## config.mk

```make
export PLATFORM = sky130hd
export DESIGN_NAME = potato1_datapath_sequencer
export DESIGN_NICKNAME = d
export VERILOG_FILES = /design/src/rtl/potato1_pkg.sv /design/src/rtl/potato1_io_bridge.sv /design/src/rtl/potato1_datapath_sequencer.sv
export SDC_FILE = /design/constraint.sdc
export NUM_CORES = 1
export LEC_CHECK = 0
export ABC_AREA = 1
export BUFFER_PORTS_ARGS = -buffer_cell sky130_fd_sc_hd__buf_2
export CORE_MARGIN = 3
export CORE_UTILIZATION = 45
export DETAILED_ROUTE_END_ITERATION = 16
export HOLD_SLACK_MARGIN = 0.1
export PLACE_DENSITY = 0.74
export SLEW_MARGIN = 20
export SYNTH_ARGS = -nofsm -noshare
export SYNTH_HDL_FRONTEND = slang
export SYNTH_SLANG_ARGS = --single-unit
export TNS_END_PERCENT = 50
```

## constraint.sdc

```tcl
create_clock -name Clock -period 2.7 [get_ports Clock]
set_input_delay 0 -clock Clock [delete_from_list [all_inputs] [get_ports Clock]]
set_output_delay 0 -clock Clock [all_outputs]
set_load 0.005 [all_outputs]
```

## src/rtl/potato1_pkg.sv

```systemverilog
// Shared definitions for the Potato-1 datapath sequencer.
// Holds the Command bit positions, the sequencer state encoding and the
// default datapath widths.
package potato1_pkg;

  localparam int unsigned PC_WIDTH_DEF   = 8;
  localparam int unsigned TAPE_AW_DEF    = 8;
  localparam int unsigned CELL_WIDTH_DEF = 8;

  // Command word bit positions; bit 0 is PC_INC.
  localparam int unsigned CMD_PC_INC = 0;
  localparam int unsigned CMD_PC_DEC = 1;
  localparam int unsigned CMD_X_INC  = 2;
  localparam int unsigned CMD_X_DEC  = 3;
  localparam int unsigned CMD_A_INC  = 4;
  localparam int unsigned CMD_A_DEC  = 5;
  localparam int unsigned CMD_PUT    = 6;
  localparam int unsigned CMD_GET    = 7;

  typedef enum logic [1:0] {
    CLEAR    = 2'd0,
    RUN      = 2'd1,
    WAIT_OUT = 2'd2,
    WAIT_IN  = 2'd3
  } seq_state_e;

endpackage

```

## src/rtl/potato1_io_bridge.sv

```systemverilog
// IO handshake bridge for the Potato-1 sequencer.
// Decides when a PUT/GET starts, drives the valid/ready byte stream while the
// sequencer sits in WAIT_OUT/WAIT_IN, and keeps the IoDone flag that stops a
// stalled command from being executed twice.
// Ports:
//   Clock, Reset        clock and synchronous active-high reset
//   state               current sequencer state
//   put_cmd, get_cmd    PUT / GET bits of the current command
//   pc_step             PC_INC or PC_DEC set in the current command
//   eff_a               effective accumulator, latched as the output byte
//   InValid / InReady   input byte handshake
//   OutData / OutValid / OutReady  output byte handshake
//   io_start, io_put    IO op accepted this cycle, and whether it is a PUT
//   out_fire, in_fire   handshake completes this cycle
//   io_done             IO op complete (drives IOReady)
module potato1_io_bridge
  import potato1_pkg::*;
#(
  parameter int unsigned CELL_WIDTH = CELL_WIDTH_DEF
) (
  input  logic                  Clock,
  input  logic                  Reset,
  input  seq_state_e            state,
  input  logic                  put_cmd,
  input  logic                  get_cmd,
  input  logic                  pc_step,
  input  logic [CELL_WIDTH-1:0] eff_a,
  input  logic                  InValid,
  output logic                  InReady,
  output logic [CELL_WIDTH-1:0] OutData,
  output logic                  OutValid,
  input  logic                  OutReady,
  output logic                  io_start,
  output logic                  io_put,
  output logic                  out_fire,
  output logic                  in_fire,
  output logic                  io_done
);

  logic                  io_done_q;
  logic [CELL_WIDTH-1:0] out_data_q;
  logic                  io_req;
  logic                  retire;

  always_comb begin
    io_req   = put_cmd | get_cmd;
    // An instruction is retired once the CPU moves the PC or drops the IO bits.
    retire   = pc_step | ~io_req;
    io_start = (state == RUN) && io_req && !io_done_q && !Reset;
    io_put   = put_cmd;
    OutValid = (state == WAIT_OUT) && !Reset;
    InReady  = (state == WAIT_IN) && !Reset;
    out_fire = OutValid && OutReady;
    in_fire  = InValid && InReady;
    io_done  = io_done_q && !Reset;
    OutData  = out_data_q;
  end

  always_ff @(posedge Clock) begin
    if (Reset) begin
      io_done_q  <= 1'b0;
      out_data_q <= '0;
    end else begin
      if (out_fire || in_fire) begin
        io_done_q <= 1'b1;
      end else if ((state == RUN) && retire) begin
        io_done_q <= 1'b0;
      end
      if (io_start && io_put) begin
        out_data_q <= eff_a;
      end
    end
  end

endmodule

```

## src/rtl/potato1_datapath_sequencer.sv

```systemverilog
// Potato-1 datapath sequencer.
// Executes the control unit's 8-bit command word against PC, tape pointer X,
// accumulator A (cached copy of tape cell X) and a single-port synchronous
// tape RAM. After reset it zeroes the whole tape before accepting commands.
// Ports:
//   Clock, Reset         clock and synchronous active-high reset
//   Command              {GET,PUT,A_DEC,A_INC,X_DEC,X_INC,PC_DEC,PC_INC}
//   ProgAddr             program memory address (PC)
//   State                zero flag of the effective accumulator
//   IOReady              IO op complete (level)
//   Busy                 tape clear in progress
//   MemAddr/MemWData/MemWe/MemRe/MemRData  tape RAM port, 1-cycle read latency
//   InData/InValid/InReady                 input byte stream
//   OutData/OutValid/OutReady              output byte stream
module potato1_datapath_sequencer
  import potato1_pkg::*;
#(
  parameter int unsigned PC_WIDTH   = PC_WIDTH_DEF,
  parameter int unsigned TAPE_AW    = TAPE_AW_DEF,
  parameter int unsigned CELL_WIDTH = CELL_WIDTH_DEF
) (
  input  logic                  Clock,
  input  logic                  Reset,
  input  logic [7:0]            Command,
  output logic [PC_WIDTH-1:0]   ProgAddr,
  output logic                  State,
  output logic                  IOReady,
  output logic                  Busy,
  output logic [TAPE_AW-1:0]    MemAddr,
  output logic [CELL_WIDTH-1:0] MemWData,
  output logic                  MemWe,
  output logic                  MemRe,
  input  logic [CELL_WIDTH-1:0] MemRData,
  input  logic [CELL_WIDTH-1:0] InData,
  input  logic                  InValid,
  output logic                  InReady,
  output logic [CELL_WIDTH-1:0] OutData,
  output logic                  OutValid,
  input  logic                  OutReady
);

  seq_state_e            state_q, state_d;
  logic [PC_WIDTH-1:0]   pc_q, pc_d;
  logic [TAPE_AW-1:0]    x_q, x_d;
  logic [TAPE_AW-1:0]    clr_q, clr_d;
  logic [CELL_WIDTH-1:0] a_q, a_d;
  logic                  load_pending_q, load_pending_d;
  logic [CELL_WIDTH-1:0] eff_a;

  logic io_start, io_put, out_fire, in_fire, io_done;
  logic pc_inc, pc_dec, x_inc, x_dec, a_inc, a_dec;

  potato1_io_bridge #(
    .CELL_WIDTH (CELL_WIDTH)
  ) u_io_bridge (
    .Clock    (Clock),
    .Reset    (Reset),
    .state    (state_q),
    .put_cmd  (Command[CMD_PUT]),
    .get_cmd  (Command[CMD_GET]),
    .pc_step  (pc_inc | pc_dec),
    .eff_a    (eff_a),
    .InValid  (InValid),
    .InReady  (InReady),
    .OutData  (OutData),
    .OutValid (OutValid),
    .OutReady (OutReady),
    .io_start (io_start),
    .io_put   (io_put),
    .out_fire (out_fire),
    .in_fire  (in_fire),
    .io_done  (io_done)
  );

  always_comb begin
    pc_inc = Command[CMD_PC_INC];
    pc_dec = Command[CMD_PC_DEC];
    x_inc  = Command[CMD_X_INC];
    x_dec  = Command[CMD_X_DEC];
    a_inc  = Command[CMD_A_INC];
    a_dec  = Command[CMD_A_DEC];
  end

  always_comb begin
    // The RAM read issued by an X move lands one cycle later; forward it.
    eff_a          = load_pending_q ? MemRData : a_q;
    state_d        = state_q;
    pc_d           = pc_q;
    x_d            = x_q;
    clr_d          = clr_q;
    // A pending load always resolves into A the following cycle.
    a_d            = eff_a;
    load_pending_d = 1'b0;
    MemAddr        = x_q;
    MemWData       = '0;
    MemWe          = 1'b0;
    MemRe          = 1'b0;

    case (state_q)
      CLEAR: begin
        MemWe    = 1'b1;
        MemAddr  = clr_q;
        clr_d    = clr_q + 1'b1;
        if (clr_q == '1) begin
          state_d = RUN;
        end
      end

      RUN: begin
        if (pc_inc && !pc_dec) begin
          pc_d = pc_q + 1'b1;
        end else if (pc_dec && !pc_inc) begin
          pc_d = pc_q - 1'b1;
        end

        // X moves take the single RAM port for a read, so A bits are dropped.
        if (x_inc || x_dec) begin
          x_d            = x_inc ? x_q + 1'b1 : x_q - 1'b1;
          MemRe          = 1'b1;
          MemAddr        = x_d;
          load_pending_d = 1'b1;
        end else if (a_inc || a_dec) begin
          a_d      = a_inc ? eff_a + 1'b1 : eff_a - 1'b1;
          MemWe    = 1'b1;
          MemWData = a_d;
        end

        if (io_start) begin
          state_d = io_put ? WAIT_OUT : WAIT_IN;
        end
      end

      WAIT_OUT: begin
        if (out_fire) begin
          state_d = RUN;
        end
      end

      WAIT_IN: begin
        if (in_fire) begin
          a_d      = InData;
          MemWe    = 1'b1;
          MemWData = InData;
          state_d  = RUN;
        end
      end

      default: begin
        state_d = CLEAR;
      end
    endcase

    if (Reset) begin
      MemWe = 1'b0;
      MemRe = 1'b0;
    end
  end

  always_ff @(posedge Clock) begin
    if (Reset) begin
      state_q        <= CLEAR;
      pc_q           <= '0;
      x_q            <= '0;
      a_q            <= '0;
      clr_q          <= '0;
      load_pending_q <= 1'b0;
    end else begin
      state_q        <= state_d;
      pc_q           <= pc_d;
      x_q            <= x_d;
      a_q            <= a_d;
      clr_q          <= clr_d;
      load_pending_q <= load_pending_d;
    end
  end

  always_comb begin
    ProgAddr = pc_q;
    State    = (eff_a == '0);
    IOReady  = io_done;
    Busy     = (state_q == CLEAR) || Reset;
  end

endmodule
```

# == Word level (Yosys, flattened, before mapping) ==
# Index checks and enable logic that the tools add are counted.
# word_totals
inputBits,28
register_bits,44
output_inout_bits,39
word_cells,84
# op_classes
n_addsub,7
muxes,31
reduce_logical,26
n_eq_ne,8
bitwise_logic,4
# ops
operator,n
$mux 8,12
$pmux 8 s2,3
$add 8x1->8 const B,4
$sub 8x1->8 const B,3
$logic_and 1x1->1,12
$mux 1,10
$eq 8x8->1 const B,1
$logic_not 8->1,1
$mux 2,4
$pmux 2 s4,1
$ne 2x1->1 const B,3
$eq 2x2->1 const B,2
$logic_not 1->1,4
$logic_or 1x1->1,4
$reduce_and 4->1,1
$reduce_bool 2->1,2
$or 1x1->1,3
$pmux 1 s3,1
$eq 2x1->1 const B,1
$logic_not 2->1,1
$ne 2x2->1 const B,1
$reduce_and 2->1,1
$not 1->1,1

# == Logic depth before layout (Yosys ltp) ==
# Gate-level depths: netlist of run 1.
# depth
ltp_word,6
depth_mapped,15

# == By module ==
# Synthesis of run 1 repeated with hierarchy kept, for this count alone.
# unflattened
hier_cells,500
area_unflattened_um2,3245.6
# by_module_without_submodules
mod,area_each_um2,cells_each,instances
potato1_datapath_sequencer,2716.4,421,1
potato1_io_bridge,529.3,79,1

# == Worst setup path after synthesis of run 1 ==
# OpenSTA, ideal clock, no wires.
# synth_timing
path_type,register -> register
start,register load_pending_q
end,register a_q[7]
setup_ns,0.070
setup_slack_ns,0.692
arrival_ns,1.938
path_stages_with_launch,14
required_ns,2.630
synth_period_minus_slack_ns,2.008
cell_sequence,dfxtp_1 > buf_4 > inv_4 > or2_2 > o21ai_0 > inv_1 > ha_1 > a21oi_1 > nand2_2 > nand2_1 > nand2_1 > o21ai_0 > nand3_1 > a21oi_1
# synth_via
elab_chain_cells,6
elab_cells_between_ends,8
# synth_rtl
element,line,rtl
"start, declared",potato1_datapath_sequencer.sv:47,"logic load_pending_q, load_pending_d;"
"start signal, assigned",potato1_datapath_sequencer.sv:173,load_pending_q <= load_pending_d;
$mux 8 *,potato1_datapath_sequencer.sv:86,eff_a = load_pending_q ? MemRData : a_q;
via eff_a[2],potato1_datapath_sequencer.sv:48,logic [CELL_WIDTH-1:0] eff_a;
$sub 8x1->8 / $add 8x1->8 (equally long branches),potato1_datapath_sequencer.sv:123,a_d = a_inc ? eff_a + 1'b1 : eff_a - 1'b1;
$mux 8 *,potato1_datapath_sequencer.sv:123,
$mux 8 *,potato1_datapath_sequencer.sv:122,end else if (a_inc || a_dec) begin
$mux 8 *,potato1_datapath_sequencer.sv:117,if (x_inc || x_dec) begin
$pmux 8 s2 *,potato1_datapath_sequencer.sv:99,case (state_q)
"end signal, assigned",potato1_datapath_sequencer.sv:164,a_q <= '0;
"end signal, assigned",potato1_datapath_sequencer.sv:171,a_q <= a_d;
"end, declared",potato1_datapath_sequencer.sv:46,"logic [CELL_WIDTH-1:0] a_q, a_d;"
# The timed path passes the listed nets; every way through them passes the cells marked *.
# A chain may end at the register's enable or synchronous reset.

# == Worst setup path after layout of run 1 ==
# layout_timing
start,register load_pending_q
end,output port MemWData[7]
# layout_via
elab_chain_cells,6
elab_cells_between_ends,7
# layout_rtl
element,line,rtl
$mux 8 *,potato1_datapath_sequencer.sv:86,
via eff_a[4],potato1_datapath_sequencer.sv:48,
$sub 8x1->8 / $add 8x1->8 (equally long branches),potato1_datapath_sequencer.sv:123,
$mux 8 *,potato1_datapath_sequencer.sv:123,
$mux 8 *,potato1_datapath_sequencer.sv:122,
$mux 8 *,potato1_datapath_sequencer.sv:117,
$pmux 8 s2 *,potato1_datapath_sequencer.sv:99,
"end, declared",potato1_datapath_sequencer.sv:30,"output logic [CELL_WIDTH-1:0] MemWData,"
# Marked as above.

==> flow_summary.toml, run 1 <==
[outcome]
result_of_the_run = "completed"

[yosys]
syn-cell-area_sq_mm = 0.003252
yosysWarningCount = 0
synth.yosys.seq_area_share_pct = 27.09
postSynth.topFlopCell = "dfxtp_1"
synth.net_count = 525
synth_enable_flop_cells = 0
async_flop_share_pct = 0
ys_types = 45
post_synth_main_area_contributors = "dfxtp_1 (27%), nand2_1 (13%), ha_1 (8.5%), inv_1 (6.6%), nand3_1 (6.2%)"
post_synth_inst_count = 472
synth_seq_cells = 44
synth_top_area_share_pct = 27.09
synth.avg_cell_area_sq_um = 6.890
netlist.top_cell.by_area = "dfxtp_1"

[clock_tree]
clock_insertion_delay_worst_skew_ns = 0.31
numCtsBuffers = 5
cts_max_path_buffers = 2
cts-htree-levels = 2
tritoncts = "built"
cts_root_buffer = "clkbuf_8"
clock_sinks = 44
clk_pin_slew_worst_paths_ns = 0.09
post_cts_setup_repair_buffer_count = 0

[sta]
slew_headroom_pct = 57.29
final.setup_skew_ns = 0.01025
holdWs_ns = 0.1463
slew_of_the_pin_with_the_lowest_slew_margin_ns = 0.6407
setup_total_negative_slack_ns = 0
layout_worst_path_cycle_share_pct = 92.60
maxSlewViolCount = 0
period_needed_ns = 2.500
clock.fmax_mhz = 400.0
finalSetupViolCount = 0
finalHoldViolCount = 0

[routing]
dr_wl_met3_um = 578
dr_wl_met2_um = 3769
dr.max_layer_used = "met4"
via_count = 3236
route.layer.met1.wl_um = 4117
post_drt_wl_per_cell_um = 13.30
totalWireLength_um = 8565
drt_iter0_drc = 233
drc = 0
drtAntennaViolNets = 0
detail_route.vias_per_cell = 5.025
drtPass1Iterations = 5

[worst_setup_path]
cp_slowest_stage_delay_ns = 0.44
worst_ep_arrival_time_ns = 2.50
critical_path_class = "flip-flop to primary output"
critPathMaxFanout = 9
timing.critical_path.cells = "inv_4 -> or2_0 -> o21ai_0 -> inv_1 -> ha_1 -> a21o_1 -> a21boi_0 -> nand2_1 -> o21ai_0 -> nand3_1 -> nand2_1 -> buf_2"
critical-path-top-delay-family = "compound AO/OA/AOI/OAI gates"
critPathLaunchType = "flip-flop"
reg_to_reg_slack_setup_ns = 0.48
critical_path_s_slowest_cell = "dfxtp_2"
critPathRequiredTime_ns = 2.70
number_of_cells_on_the_critical_path = 12
timing.critical_path.buf_inv = 3
crit_path_end_kind = "primary output"
reg2regPathDepth = 11

[cells_and_area]
multi_input_comb_area_sq_mm = 0.002067
most-common-layout-cells = "nand2_1 (114), buf_2 (66), inv_1 (57)"
fraction_of_final_layout_cells_with_drive_strength_greater_than_1_pct = 22.45
mostFrequentLayoutCell = "nand2_1"
finished_layout_cells = 644
ant_diodes = 0
final-seq-area_sq_um = 882.1
area_growth_syn_to_layout_pct = 19.12
fin_nets = 600
n_fill_cell = 699

[placement]
io_buffers = 66
place.gp.congestion = 0.9620
hpwl_um = 6629
numPlacedInstances = 625

[power]
total_power_w = 0.002754
pwr_density_cell_mw_per_mm2 = 710.9
power_leakage_nw = 1.996
vdd.ir_drop.worst_uv = 408.9

[job]
cap_viol_max_count = 0

[global_route]
number_of_antenna_violations_at_the_first_check_in_global_routing = 0
groute.usage.overall_pct = 20.67
vias_in_the_first_global_route = 2984
grt_overflow = 0
grt_start_max_net_pins = 29
wire_length_of_the_first_global_routing_pass_um = 14170

[hold_path]
worst_hold_path.num_cells = 4
hold_path.class = "input pin to flip-flop"

[die]
placement_rows = 30
ioPinCount = 67
die_x_um = 91.01
chipHeight_um = 91.01
floorplan.die_area_sq_mm = 0.008283
initial_core_util_pct = 47.08
core-area_sq_mm = 0.006907
worst reg2reg max path: stages (launching register included):
cell and delay [ns]:
dfxtp_2 0.44, inv_4 0.07, or2_0 0.19, o21ai_0 0.14, inv_1 0.12, ha_1 0.37, a21o_1 0.22, a21boi_0 0.22
nand2_1 0.07, o21ai_0 0.08, nand3_1 0.11, a21oi_1 0.13
registers in the layout, summed over array words and instances (netlist names):
register	flops
clr_q	8
x_q	8
load_pending_q	1
a_q	8
state_q	2
u_io_bridge.OutData	8
ProgAddr	8
u_io_bridge.io_done_q	1
final cells by class:
cell class                 instances  area share (%)
multi-input combinational        353           53.36
sequential                        44           22.77
timing repair buffer              78           11.56
clock buffer                       7           2.229
inverter                          65           6.783
clock inverter                     1          0.1938
tap                               96           3.101
per-stage QoR:
stage	area, sq um	setup slack [ns]	util [%]
finish	3874	0.1999	56.09
global route	3874	-0.003432	56.09
CTS	3850	0.03661	55.74
detailed placement	3646	0.3817	52.79
global placement	3646	0.4891	52.79
floorplan	3252	0.6921	-
cells in the mapped netlist (3+ instances only):
cell type and count:
nor2_1 27, or2_2 3, fa_1 3, nor2_4 3
inv_2 3, nand3_1 40, nand2_4 6, nand2_1 114
o21ai_0 27, o21ai_2 5, ha_1 22, or2_1 5
nand4_1 5, o21a_1 3, buf_2 3, inv_1 57
o211ai_1 4, xnor2_1 4, a21oi_1 38, nor3_1 3
xor2_1 4, o21bai_1 4, dfxtp_1 44, nand2_2 10
a31oi_1 4
where the power goes:
| part | switching (W) | leakage, nW | total, W | internal, W |
|---|---|---|---|---|
| registers | 0.000127 | 0.357 | 0.000887 | 0.000760 |
| clock network | 0.000244 | 0.0445 | 0.000452 | 0.000208 |
| logic | 0.000870 | 1.59 | 0.00141 | 0.000544 |
| total | 0.00124 | 2.00 | 0.00275 | 0.00151 |
path summary, 6_finish.rpt:
check | start | to
max | load_pending_q | MemWData[7]
min | InData[1] | a_q[1]
max reg2reg | load_pending_q | a_q[7]
min reg2reg | u_io_bridge.OutData[5] | u_io_bridge.OutData[5]
per-layer routing:
metal / GRT usage (%) / vias to the layer above
li1: - / 1694
met1: 29.72 / 1424
met2: 32.00 / 107
met3: 3.728 / 11
met4: 4.899 / 0
met5: 0 / -
what timing repair did:
item / CTS / global route
endpoints found under the setup margin: 0 / 4
hold buffers: 11 / 0
gates resized for setup: 0 / 6
hold endpoints to repair: 16 / 0
cells by family after synthesis:
logic type,Yosys count,synth area share (%)
compound gates,92,16.20
xor+xnor,8,2.154
fa+ha+maj,25,10.31
buf+inv,75,10.04
flops,44,27.09
simple gates,228,34.21
Note: power is estimated with default switching activity, not from simulation.
==> run 2: changes to the inputs <==
--- a/config.mk
+++ b/config.mk
@@ -5,13 +5,13 @@
 export SDC_FILE = /design/constraint.sdc
 export NUM_CORES = 1
 export LEC_CHECK = 0
-export ABC_AREA = 1
 export BUFFER_PORTS_ARGS = -buffer_cell sky130_fd_sc_hd__buf_2
 export CORE_MARGIN = 3
 export CORE_UTILIZATION = 45
 export DETAILED_ROUTE_END_ITERATION = 16
 export HOLD_SLACK_MARGIN = 0.1
-export PLACE_DENSITY = 0.74
+export PLACE_DENSITY = 0.69
+export SETUP_SLACK_MARGIN = 0.2
 export SLEW_MARGIN = 20
 export SYNTH_ARGS = -nofsm -noshare
 export SYNTH_HDL_FRONTEND = slang
==> flow_summary.toml, run 2 <==
[clock_tree]
cts_max_path_buffers = 2
clock_insertion_delay_worst_skew_ns = 0.30
tritoncts = "built"
clock_sinks = 44
clk_pin_slew_worst_paths_ns = 0.09
cts_root_buffer = "clkbuf_8"
numCtsBuffers = 5
cts-htree-levels = 2

[die]
core-area_sq_mm = 0.006386
die_x_um = 87.42
initial_core_util_pct = 46.71
floorplan.die_area_sq_mm = 0.007641
chipHeight_um = 87.42
ioPinCount = 67
placement_rows = 29

[placement]
hpwl_um = 5931
place.gp.congestion = 0.9077
dp_worst_setup_slack_ns = 0.3096
post_dp_cell_area_sq_mm = 0.003378
io_buffers = 66

[cells_and_area]
area_growth_syn_to_layout_pct = 24.87
n_fill_cell = 587
layout.core_utilization_pct = 58.33
mostFrequentLayoutCell = "buf_2"
fraction_of_final_layout_cells_with_drive_strength_greater_than_1_pct = 24.49
fin_nets = 497
most-common-layout-cells = "buf_2 (66), dfxtp_1 (41), nor2_1 (39)"
postLayoutCellArea_sq_mm = 0.003725
ant_diodes = 0

[yosys]
post-synth-top-count-cell = "dfxtp_1"
async_flop_share_pct = 0
syn-cell-area_sq_mm = 0.002983
synth_top_area_share_pct = 29.53
synth_seq_cells = 44
ys_types = 56
yosysWarningCount = 0
synth.cells.most_frequent = "dfxtp_1 (44), nor2_1 (39), nand2_1 (37)"
synth.net_count = 420
synth_enable_flop_cells = 0
synth.avg_cell_area_sq_um = 8.128
netlist.top_cell.by_area = "dfxtp_1"
synth.yosys.seq_area_share_pct = 29.53
postSynth.topFlopCell = "dfxtp_1"
post_synth_inst_count = 367
post_synth_main_area_contributors = "dfxtp_1 (30%), ha_1 (9.2%), a21oi_1 (6.0%), nor2_1 (4.9%), nand2_1 (4.7%)"

[worst_setup_path]
critical_path_s_slowest_cell = "dfxtp_2"
reg_to_reg_slack_setup_ns = 0.45
timing.critical_path.cells = "buf_6 -> mux2_4 -> buf_4 -> ha_1 -> a21oi_2 -> o21a_1 -> o21ai_2 -> nand3_1 -> mux2_4 -> nand2b_1 -> buf_2"
r2r_end = "a_q[7]"
critPathMaxFanout = 7
timing.rr.start = "load_pending_q"
crit_path_end_kind = "primary output"
critical-path-top-delay-family = "multiplexers"
critPathRequiredTime_ns = 2.70
reg2regPathDepth = 10
worst_ep_arrival_time_ns = 2.47
critical_path_class = "flip-flop to primary output"
cp_slowest_stage_delay_ns = 0.34
worst_path_most_repeated_cell = "mux2_4"
timing.critical_path.buf_inv = 3
critPathLaunchType = "flip-flop"

[global_route]
wire_length_of_the_first_global_routing_pass_um = 12800
grt_start_max_net_pins = 39
number_of_antenna_violations_at_the_first_check_in_global_routing = 0
vias_in_the_first_global_route = 2741
grt_overflow = 0
groute.usage.overall_pct = 21.25

[job]
cap_viol_max_count = 0

[sta]
setup_total_negative_slack_ns = 0
smallest_setup_slack_after_layout_ns = 0.2309
finalHoldViolCount = 0
maxSlewViolCount = 0
slew_of_the_pin_with_the_lowest_slew_margin_ns = 0.6292
period_needed_ns = 2.469
layout_worst_path_cycle_share_pct = 91.45
clock.fmax_mhz = 405.0
rsz0062_at_grt = "true"
final.setup_skew_ns = 0.003068
slew_headroom_pct = 57.90
finalSetupViolCount = 0

[routing]
drtPass1Iterations = 4
detail_route.vias_per_cell = 5.625
drc = 0
drtAntennaViolNets = 0
via_count = 2936
drt_iter0_drc = 123
post_drt_wl_per_cell_um = 15.28
totalWireLength_um = 7974

[power]
vdd.ir_drop.worst_uv = 312.3
power_leakage_nw = 1.598
total_power_w = 0.001349
pwr_density_cell_mw_per_mm2 = 362.1

[hold_path]
hold_path.class = "input pin to flip-flop"
min-delay-start = "Command[6]"
timing.hold.worst_endpoint = "u_io_bridge.io_done_q"
worst_hold_path.num_cells = 5

[outcome]
result_of_the_run = "completed"
==> run 2: area by class of cell <==
cell class / count / area [sq um] / area share [%]
Sequential cell: 44 / 884.6 / 23.75
Clock inverter: 2 / 38.79 / 1.041
Clock buffer: 6 / 82.58 / 2.217
Timing Repair Buffer: 86 / 511.7 / 13.74
Inverter: 17 / 63.81 / 1.713
Multi-Input combinational cell: 290 / 2047 / 54.95
Tap cell: 77 / 96.34 / 2.586
==> run 2: report_power, final <==
group          switching [W]  leakage (nW)  internal (W)
Combinational      0.0000779          1.18     0.0000651
Clock               0.000246        0.0614      0.000303
Sequential        0.00000482         0.356      0.000652
==> run 2: how the worst max path moves through the flow <==
stage                         from          end  slack (ns)  cells past startpoint
finish              load_pending_q  MemWData[7]        0.23                     11
global route        load_pending_q  MemWData[7]        0.16                     11
CTS                         x_q[5]   MemAddr[7]        0.20                      7
detailed placement  load_pending_q       a_q[6]        0.31                     10
global placement    load_pending_q       a_q[6]        0.40                     10
floorplan           load_pending_q       a_q[6]        0.50                      9
==> run 2: metrics by stage <==
stage / hold WS [ns] / cells
6_report: 0.1157 / 522
5_1_grt: 0.1302 / 522
4_1_cts: 0.1114 / 519
3_5_place_dp: 0.2967 / 500
3_3_place_gp: 0.3000 / 500
2_1_floorplan: 0.1171 / 367
==> run 2: kinds of logic (layout without fill, tap and decap cells) <==
kind of cell	Yosys count	after routing	share of synthesized area (%)
simple gates	129	129	20.81
compound gates	98	98	20.93
flops	44	44	29.53
buf+inv	33	111	4.698
fa+ha+maj	25	25	11.24
xor+xnor	21	21	6.166
mux	17	17	6.627
==> run 2: worst min-delay path, delay by kind of cell <==
kind / cells / cell delay, ns
buf+inv: 1 / 0.10
simple gates: 2 / 0.14
compound gates: 2 / 0.15
==> run 2: metal layers <==
metal | wire (um) | vias up | track usage [%]
met1 | 3700 | 1373 | 28.07
li1 | - | 1474 | -
met3 | 404 | 10 | 4.257
met2 | 3773 | 79 | 35.41
met5 | 0 | - | 0
met4 | 95 | 0 | 5.300
==> run 2: timing repair <==
action,CTS,global route
resized for setup,7,14
setup buffers,0,3
pin swaps,0,4
hold buffers,11,0
cloned,0,0
endpoints found under the hold margin,18,0
endpoints found under the setup margin,2,6
==> run 3: changes to the inputs <==
--- a/config.mk
+++ b/config.mk
@@ -10,7 +10,7 @@
 export CORE_UTILIZATION = 45
 export DETAILED_ROUTE_END_ITERATION = 16
 export HOLD_SLACK_MARGIN = 0.1
-export PLACE_DENSITY = 0.69
+export PLACE_DENSITY = 0.7
 export SETUP_SLACK_MARGIN = 0.2
 export SLEW_MARGIN = 20
 export SYNTH_ARGS = -nofsm -noshare
==> flow_summary.toml, run 3 (synthesis gave the netlist of run 2 again) <==
[worst_setup_path]
worst_ep_arrival_time_ns = 2.43
critical_path_class = "flip-flop to primary output"
crit_path_end_kind = "primary output"
critPathRequiredTime_ns = 2.70
critPathLaunchType = "flip-flop"
critical_path_s_slowest_cell = "mux2_2"
timing.critical_path.cells = "buf_8 -> mux2_2 -> ha_4 -> a21oi_2 -> o21a_1 -> o21ai_2 -> nand3_2 -> mux2_4 -> nand2b_1 -> buf_2"
critPathMaxFanout = 7
timing.critical_path.buf_inv = 2
cp_slowest_stage_delay_ns = 0.39
critical-path-top-delay-family = "multiplexers"

[cells_and_area]
layout.core_utilization_pct = 58.35
n_fill_cell = 579
fin_nets = 498
most-common-layout-cells = "buf_2 (66), dfxtp_1 (41), nor2_1 (39)"
final-seq-area_sq_um = 884.6
mostFrequentLayoutCell = "buf_2"
area_growth_syn_to_layout_pct = 24.92
fraction_of_final_layout_cells_with_drive_strength_greater_than_1_pct = 24.66
multi_input_comb_area_sq_mm = 0.002037
ant_diodes = 0

[die]
chipHeight_um = 87.42
placement_rows = 29
floorplan.die_area_sq_mm = 0.007641
initial_core_util_pct = 46.71
core-area_sq_mm = 0.006386
ioPinCount = 67
die_x_um = 87.42

[power]
power_leakage_nw = 1.604
vdd.ir_drop.worst_uv = 333.4
total_power_w = 0.001348
pwr_density_cell_mw_per_mm2 = 361.7

[routing]
totalWireLength_um = 7915
post_drt_wl_per_cell_um = 15.13
detail_route.vias_per_cell = 5.654
drc = 0
via_count = 2957
drt_iter0_drc = 118
drtAntennaViolNets = 0
drtPass1Iterations = 4

[clock_tree]
cts_max_path_buffers = 2
tritoncts = "built"
numCtsBuffers = 5
cts-htree-levels = 2
clock_insertion_delay_worst_skew_ns = 0.31
clock_sinks = 44
clk_pin_slew_worst_paths_ns = 0.09
cts_root_buffer = "clkbuf_8"

[global_route]
grt_start_max_net_pins = 48
vias_in_the_first_global_route = 2804
wire_length_of_the_first_global_routing_pass_um = 12990
grt_overflow = 0
groute.usage.overall_pct = 21.28
number_of_antenna_violations_at_the_first_check_in_global_routing = 0

[placement]
hpwl_um = 5813
io_buffers = 66
place.gp.congestion = 0.8796

[sta]
clock.fmax_mhz = 411.7
slew_headroom_pct = 59.09
finalSetupViolCount = 0
maxSlewViolCount = 0
layout_worst_path_cycle_share_pct = 89.95
slew_of_the_pin_with_the_lowest_slew_margin_ns = 0.6114
final.setup_skew_ns = 0.004911
rsz0062_at_grt = "true"
finalHoldViolCount = 0
holdWs_ns = 0.09941
period_needed_ns = 2.429
setup_total_negative_slack_ns = 0

[outcome]
result_of_the_run = "completed"

[job]
cap_viol_max_count = 0

[hold_path]
hold_path.class = "input pin to flip-flop"
## run 3: changes by cell type in the layout (fill, tap and decap cells not counted), sizes merged
cell	previous run	this run
buf	75	76
## run 3: metrics by stage
stage          setup WS [ns]  area, sq um  std cells
2_1_floorplan         0.4973         2983        367
3_3_place_gp          0.4004         3393        502
3_5_place_dp          0.3217         3393        502
4_1_cts               0.1715         3681        522
5_1_grt               0.1661         3726        523
6_report              0.2713         3726        523
## run 3: worst register-to-register path: stages (launching register included)
cell	delay, ns
dfxtp_2	0.36
buf_8	0.14
mux2_2	0.39
ha_4	0.31
a21oi_2	0.06
o21a_1	0.17
o21ai_2	0.08
nand3_2	0.10
mux2_4	0.32
a221oi_2	0.20
## run 3: final timing paths
| path | start | endpoint | slack [ns] | cells after the start |
|---|---|---|---|---|
| setup / recovery | load_pending_q | MemWData[7] | 0.27 | 10 |
| hold / removal | InValid | u_io_bridge.io_done_q | 0.1 | 5 |
| setup reg to reg | load_pending_q | a_q[7] | 0.49 | 9 |
| hold reg to reg | ProgAddr[3] | ProgAddr[3] | 0.48 | 2 |
## run 3: layout make-up
class | instances | area share [%]
clock buffer | 6 | 2.216
timing repair buffer | 87 | 14.04
inverter | 17 | 1.713
sequential | 44 | 23.74
clock inverter | 2 | 1.041
multi-input combinational | 290 | 54.67
tap | 77 | 2.586
## run 3: routing by layer
metal / global-route usage [%] / vias up / part of all wire (%)
met5: 0 / - / 0
met4: 7.531 / 0 / 1.8
met3: 4.541 / 14 / 5.3
met2: 35.21 / 75 / 48
met1: 27.19 / 1391 / 45
li1: - / 1477 / -
## run 3: power breakdown
part | total (W) | internal (W) | switching (W)
clock | 0.000550 | 0.000303 | 0.000247
combinational | 0.000141 | 0.0000645 | 0.0000766
sequential | 0.000657 | 0.000652 | 0.00000462
## run 3: timing repair
item,4_1_cts,5_1_grt
buffers inserted,1,1
hold buffers,11,0
pin swaps,0,4
resized for setup,7,14
endpoints found under the setup margin,4,6
hold endpoints to repair,10,0
